## src/rtl/serial_frame_tx_if.sv

```systemverilog
// serial_frame_tx_if: byte-in handshake and serial-out signals of the frame transmitter
interface serial_frame_tx_if;
  logic [7:0] dIn;
  logic       load;
  logic       ready;
  logic       sOut;
  logic       done;
  modport master (output dIn, load, input ready, sOut, done);
  modport slave  (input dIn, load, output ready, sOut, done);
endinterface

```

## src/rtl/serial_frame_tx.sv

```systemverilog
// serial_frame_tx: frames a byte as start, MSB-first data, optional even parity and stop bits
module serial_frame_tx #(
  parameter int CLKS_PER_BIT = 4,
  parameter bit PARITY_EN    = 1'b1
) (
  input logic              clk,
  input logic              rst,
  serial_frame_tx_if.slave bus
);
  typedef enum logic [2:0] {IDLE, START, DATA, PARITY, STOP} state_t;
  localparam logic [7:0] RELOAD = 8'(CLKS_PER_BIT - 1);
  state_t     state_q, state_d;
  logic [7:0] cnt_q, cnt_d, sr_q, sr_d;
  logic [2:0] bit_q, bit_d;
  logic       sout_q, sout_d, ready_q, ready_d, done_q, done_d;
  logic       tick;
  always_comb begin
    tick    = cnt_q == '0;
    state_d = state_q;
    cnt_d   = tick ? RELOAD : cnt_q - 8'd1;
    bit_d   = bit_q;
    sr_d    = sr_q;
    sout_d  = sout_q;
    case (state_q)
      IDLE: begin
        cnt_d = bus.load ? RELOAD : cnt_q;
        if (bus.load) begin
          state_d = START;
          sr_d    = bus.dIn;
          sout_d  = 1'b0;
        end
      end
      START: if (tick) begin
        state_d = DATA;
        bit_d   = 3'd7;
        sout_d  = sr_q[7];
      end
      DATA: if (tick) begin
        bit_d = bit_q - 3'd1;
        // the next bit's value is loaded into the flop one boundary ahead
        if (bit_q == 3'd0) begin
          state_d = PARITY_EN ? PARITY : STOP;
          sout_d  = PARITY_EN ? ^sr_q : 1'b1;
        end else
          sout_d = sr_q[bit_q - 3'd1];
      end
      PARITY: if (tick) begin
        state_d = STOP;
        sout_d  = 1'b1;
      end
      STOP: if (tick) begin
        state_d = IDLE;
        sout_d  = 1'b1;
      end
      default: state_d = IDLE;
    endcase
    ready_d = state_d == IDLE;
    done_d  = state_d == STOP && cnt_d == '0;
  end
  always_ff @(posedge clk or negedge rst) begin
    if (!rst) begin
      state_q <= IDLE;
      cnt_q   <= '0;
      bit_q   <= '0;
      sr_q    <= '0;
      sout_q  <= 1'b1;
      ready_q <= 1'b1;
      done_q  <= 1'b0;
    end else begin
      state_q <= state_d;
      cnt_q   <= cnt_d;
      bit_q   <= bit_d;
      sr_q    <= sr_d;
      sout_q  <= sout_d;
      ready_q <= ready_d;
      done_q  <= done_d;
    end
  end
  assign bus.sOut  = sout_q;
  assign bus.ready = ready_q;
  assign bus.done  = done_q;
endmodule

```

## src/flat_wrapper.sv

```systemverilog
// flat-port wrapper written by rule: the top's interface ports become plain ports
module serial_frame_tx_flat 
#(
  parameter int CLKS_PER_BIT = 4,
  parameter bit PARITY_EN    = 1'b1
)
  (clk, rst, bus_dIn, bus_load, bus_ready, bus_sOut, bus_done);
  serial_frame_tx_if bus_i ();
  input logic clk;
  input logic rst;
  input wire logic [$bits(bus_i.dIn)-1:0] bus_dIn;
  input wire logic [$bits(bus_i.load)-1:0] bus_load;
  output wire logic [$bits(bus_i.ready)-1:0] bus_ready;
  output wire logic [$bits(bus_i.sOut)-1:0] bus_sOut;
  output wire logic [$bits(bus_i.done)-1:0] bus_done;
  assign bus_i.dIn = bus_dIn;
  assign bus_i.load = bus_load;
  assign bus_ready = bus_i.ready;
  assign bus_sOut = bus_i.sOut;
  assign bus_done = bus_i.done;
  serial_frame_tx #(.CLKS_PER_BIT(CLKS_PER_BIT), .PARITY_EN(PARITY_EN)) u_core (.clk(clk), .rst(rst), .bus(bus_i));
endmodule
```

## config.mk

```make
export PLATFORM = sky130hd
export DESIGN_NAME = serial_frame_tx_flat
export DESIGN_NICKNAME = d
export VERILOG_FILES = /design/src/rtl/serial_frame_tx_if.sv /design/src/rtl/serial_frame_tx.sv /design/src/flat_wrapper.sv
export SDC_FILE = /design/constraint.sdc
export NUM_CORES = 1
export LEC_CHECK = 0
export ABC_AREA = 1
export BUFFER_PORTS_ARGS = -buffer_cell sky130_fd_sc_hd__buf_2
export CAP_MARGIN = 10
export CORE_ASPECT_RATIO = 0.5
export CORE_MARGIN = 2
export CORE_UTILIZATION = 48
export CTS_BUF_LIST = sky130_fd_sc_hd__clkbuf_4 sky130_fd_sc_hd__clkbuf_8
export CTS_CLUSTER_SIZE = 20
export DETAILED_ROUTE_END_ITERATION = 10
export GPL_TIMING_DRIVEN = 0
export PLACE_DENSITY = 0.67
export SYNTH_ARGS = -nofsm -noshare
export SYNTH_HDL_FRONTEND = slang
export SYNTH_SLANG_ARGS = --single-unit
```

## constraint.sdc

```tcl
create_clock -name clk -period 2.1 [get_ports clk]
set_clock_uncertainty 0.05 [all_clocks]
set_input_delay 0.105 -clock clk [delete_from_list [all_inputs] [get_ports clk]]
set_output_delay 0.105 -clock clk [all_outputs]
set_load 0.01 [all_outputs]
```

==> impl_metrics.tcl <==
set metrics [dict create \
    clk_pin_slew_ps 90 \
    total_switching_power_uw 179 \
    die_area_mm2 0.00375 \
    cts_tree "done" \
    vdd_ir_drop_max_uv 374 \
    number_of_antenna_violations_at_the_first_check_in_global_routing 0 \
    synth-seq-cells 25 \
    critical_path.startpoint_type "flip-flop" \
    fin_tns_setup_ps 0 \
    drt_initial_violations 56 \
    status "complete, no violations" \
    drt-vias-per-instance 4.76 \
    r2r-end "u_core.bus.sOut$_DFFE_PN1P_" \
    core_region_area_mm2 0.00305 \
    hold_bufs_inserted_after_cts 1 \
    globalRoute.totalOverflow 0 \
    crit_path_max_fanout 8 \
    max_stage_delay_ps 350 \
    final_cell_count_no_fill 280 \
    grtUsageTotal_pct 17.6 \
    layout_common_cells "sky130_fd_sc_hd__nand2_1 (75), sky130_fd_sc_hd__inv_1 (36), sky130_fd_sc_hd__dfrtp_1 (23), sky130_fd_sc_hd__nor2_1 (21), sky130_fd_sc_hd__nand3_1 (15)" \
    share_seq_of_total_power_pct 59.9 \
    post-cts-setup-buffers 0 \
    ctsResizeCount 0 \
    gp_congestion 0.861 \
    post-route-min-period_ps 1710 \
    layout.nets 255 \
    critPathTopFamily "buffers and inverters" \
    grt_first_pass_wirelength_um 5240 \
    largest_net_degree_at_the_start_of_global_routing 26 \
    max_slew_margin_pct 62.7 \
    type_of_element_capturing_the_critical_path "flip-flop" \
    sequential_share_of_the_synthesized_area_pct 40.2 \
    vias_in_the_first_global_route 1274 \
    worstPathCellList "clkbuf_2, inv_1, ha_1, inv_1, o211ai_1, nand3_1, nand3_1, nand2_1, nand2_1, a21oi_1" \
    htree_num_levels 1 \
    critPathBufInv 3 \
    worst-setup-path-type "reg -> reg" \
    place.port_buffers 13 \
    static-leakage-power_nw 0.955 \
    hold_start "bus_dIn[7]" \
    hold_depth 3 \
    power_frac_clock_pct 37.5 \
    post_dp_cell_area_mm2 0.00168 \
    setup-violations-final 0 \
    clk_root_buffer_cell "sky130_fd_sc_hd__clkbuf_8" \
    slew_viol_final 0 \
    postLayoutCellArea_mm2 0.00174 \
    internal-power_uw 624 \
    die_h_um 44.3 \
    tritoncts_num_sinks 25 \
    synth.largest_area_cell "sky130_fd_sc_hd__dfrtp_1" \
    p_comb_share_pct 2.5 \
    netlist_instances 222 \
    netlist.area_leader.share_pct 36.9 \
    detailed_route_drc_error_count 0 \
    drtAntennaViolNets 0 \
    path_depth 10 \
    die-width_um 84.7 \
    num_io_pins 14 \
    layout_cells_sized_above_1_pct 16.3 \
    rows 14 \
    detailedPlacementHpwl_um 2210 \
    holdWs_ps 21.8 \
    final_common_cell "sky130_fd_sc_hd__nand2_1" \
    slew_at_the_pin_with_the_worst_max_slew_slack_ps 560 \
    synthesis.area_mm2 0.00156 \
    area_growth_syn_to_layout_pct 11.1 \
    clock.fmax_mhz 586 \
    layout.core_utilization_pct 56.9 \
    min_period_over_period_pct 81.3 \
    holdCritPathClass "in -> reg" \
    num_vias 1333 \
    cts_made_buffers 3 \
    placed_cells 275 \
    switching_power_as_a_share_of_total_power_pct 22.3 \
    synth_cell_types 26 \
    firstDrtPassIters 4 \
    detail_route.wirelength_um 2930 \
    diodes 0 \
    rr_worst_depth 10 \
    avgSynthCellArea_um2 7.03 \
    worst_ep_arrival_time_ps 1870 \
    r2r-start "u_core.bit_q[0]$_DFFE_PN0P_" \
    setup_repair_after_global_routing_missed_its_margin "false" \
    slowest_stage "sky130_fd_sc_hd__ha_1" \
    yosysWarningCount 0 \
    max_cap_violations 0 \
    syn_nets 236 \
    cp.required_ps 2260 \
    clk-insertion-delay-late_ps 270 \
    worstHoldEndpoint "u_core.sr_q[7]$_DFFE_PN0P_" \
    initial_core_util_pct 51.2 \
    internal_reg_to_reg_setup_slack_ps 390 \
    power.density_mw_per_mm2 463 \
    post_synth_main_area_contributors "sky130_fd_sc_hd__dfrtp_1 (37%), sky130_fd_sc_hd__nand2_1 (18%), sky130_fd_sc_hd__inv_1 (8.7%)" \
    cts_max_path_buffers 2 \
    number_of_failing_hold_endpoints_at_the_final_stage 0 \
    detail_route.wl_per_cell_um 10.5 \
]
Yosys cell counts:
cell,count
sky130_fd_sc_hd__dfstp_2,2
sky130_fd_sc_hd__nand2_1,75
sky130_fd_sc_hd__clkbuf_2,1
sky130_fd_sc_hd__o211ai_1,3
sky130_fd_sc_hd__nor3_1,1
sky130_fd_sc_hd__nand2_4,2
sky130_fd_sc_hd__inv_2,3
sky130_fd_sc_hd__a21oi_1,9
sky130_fd_sc_hd__nor2_1,21
sky130_fd_sc_hd__nor2_4,2
sky130_fd_sc_hd__o21ai_0,3
sky130_fd_sc_hd__dfrtp_1,23
sky130_fd_sc_hd__xnor2_1,1
sky130_fd_sc_hd__xor2_1,4
sky130_fd_sc_hd__a31oi_1,1
sky130_fd_sc_hd__nand2_2,4
sky130_fd_sc_hd__nor2_8,1
sky130_fd_sc_hd__ha_1,3
sky130_fd_sc_hd__nand3_1,15
sky130_fd_sc_hd__inv_1,36
sky130_fd_sc_hd__buf_2,1
sky130_fd_sc_hd__and2_1,1
sky130_fd_sc_hd__nor2_2,2
sky130_fd_sc_hd__o21ai_1,2
sky130_fd_sc_hd__o22ai_1,2
sky130_fd_sc_hd__o21ai_2,4
flip-flops by register name, summed over array words and instances, names as in the netlist:
name and cells:
u_core.bus.sOut 1, u_core.bus.ready 1, u_core.bus.done 1, u_core.state_q 3
u_core.cnt_q 8, u_core.sr_q 8, u_core.bit_q 3
per-layer routing:
layer  global-route usage, %  wire length, um  up-vias
met3                    4.29               92        2
met2                    31.5             1380       16
met4                    3.81                8        0
li1                        -                -      722
met5                       0                0        -
met1                    22.4             1450      593
kinds of logic (layout without fill, tap and decap cells):
group	count (synthesis)	in the layout	synth area share, %
adder cells (fa/ha/maj)	3	3	2.40
flip-flops	25	25	40.2
AO/OA/AOI/OAI	24	24	9.37
AND/OR/NAND/NOR	124	124	35.2
XOR/XNOR	5	5	2.80
buffers and inverters	41	59	10.0
stage by stage:
stage | power (mW) | worst slack, ps
6_report | 0.803 | 394
2_1_floorplan | 0.492 | 620
3_5_place_dp | 0.510 | 422
3_3_place_gp | 0.510 | 420
5_1_grt | 0.836 | 242
4_1_cts | 0.807 | 383
worst min-delay path, delay by kind of cell:
kind                   cells  cell delay, ps
AND/OR/NAND/NOR            1              30
AO/OA/AOI/OAI              1             100
buffers and inverters      1              70
worst max path at each step:
stage	startpoint	to	slack, ps
after floorplan	u_core.bit_q[0]$_DFFE_PN0P_	u_core.bus.sOut$_DFFE_PN1P_	620
after global placement	u_core.bit_q[0]$_DFFE_PN0P_	u_core.bus.sOut$_DFFE_PN1P_	420
after detailed placement	u_core.bit_q[0]$_DFFE_PN0P_	u_core.bus.sOut$_DFFE_PN1P_	420
after CTS	u_core.bit_q[0]$_DFFE_PN0P_	u_core.bus.sOut$_DFFE_PN1P_	380
after global routing	u_core.bit_q[0]$_DFFE_PN0P_	u_core.bus.sOut$_DFFE_PN1P_	240
final	u_core.bit_q[0]$_DFFE_PN0P_	u_core.bus.sOut$_DFFE_PN1P_	390
power groups by stage:
stage,clock (mW),combinational [mW],sequential (mW)
finish,0.301,0.0201,0.481
global route,0.331,0.0236,0.481
CTS,0.305,0.0212,0.481
detailed placement,0,0.0198,0.491
global placement,0,0.0190,0.491
floorplan,0,0.000962,0.491
area by class of cell:
| cell class | instances | area, um^2 |
|---|---|---|
| fillers | 298 | 1310 |
| clock inverters | 1 | 7.51 |
| well taps | 40 | 50.0 |
| plain buffers | 2 | 10.0 |
| clock buffers | 3 | 41.3 |
| inverters | 39 | 146 |
| multi-input cells | 156 | 777 |
| repair buffers | 14 | 75.1 |
| flip-flops and latches | 25 | 628 |
Note: power is estimated with default switching activity, not from simulation.
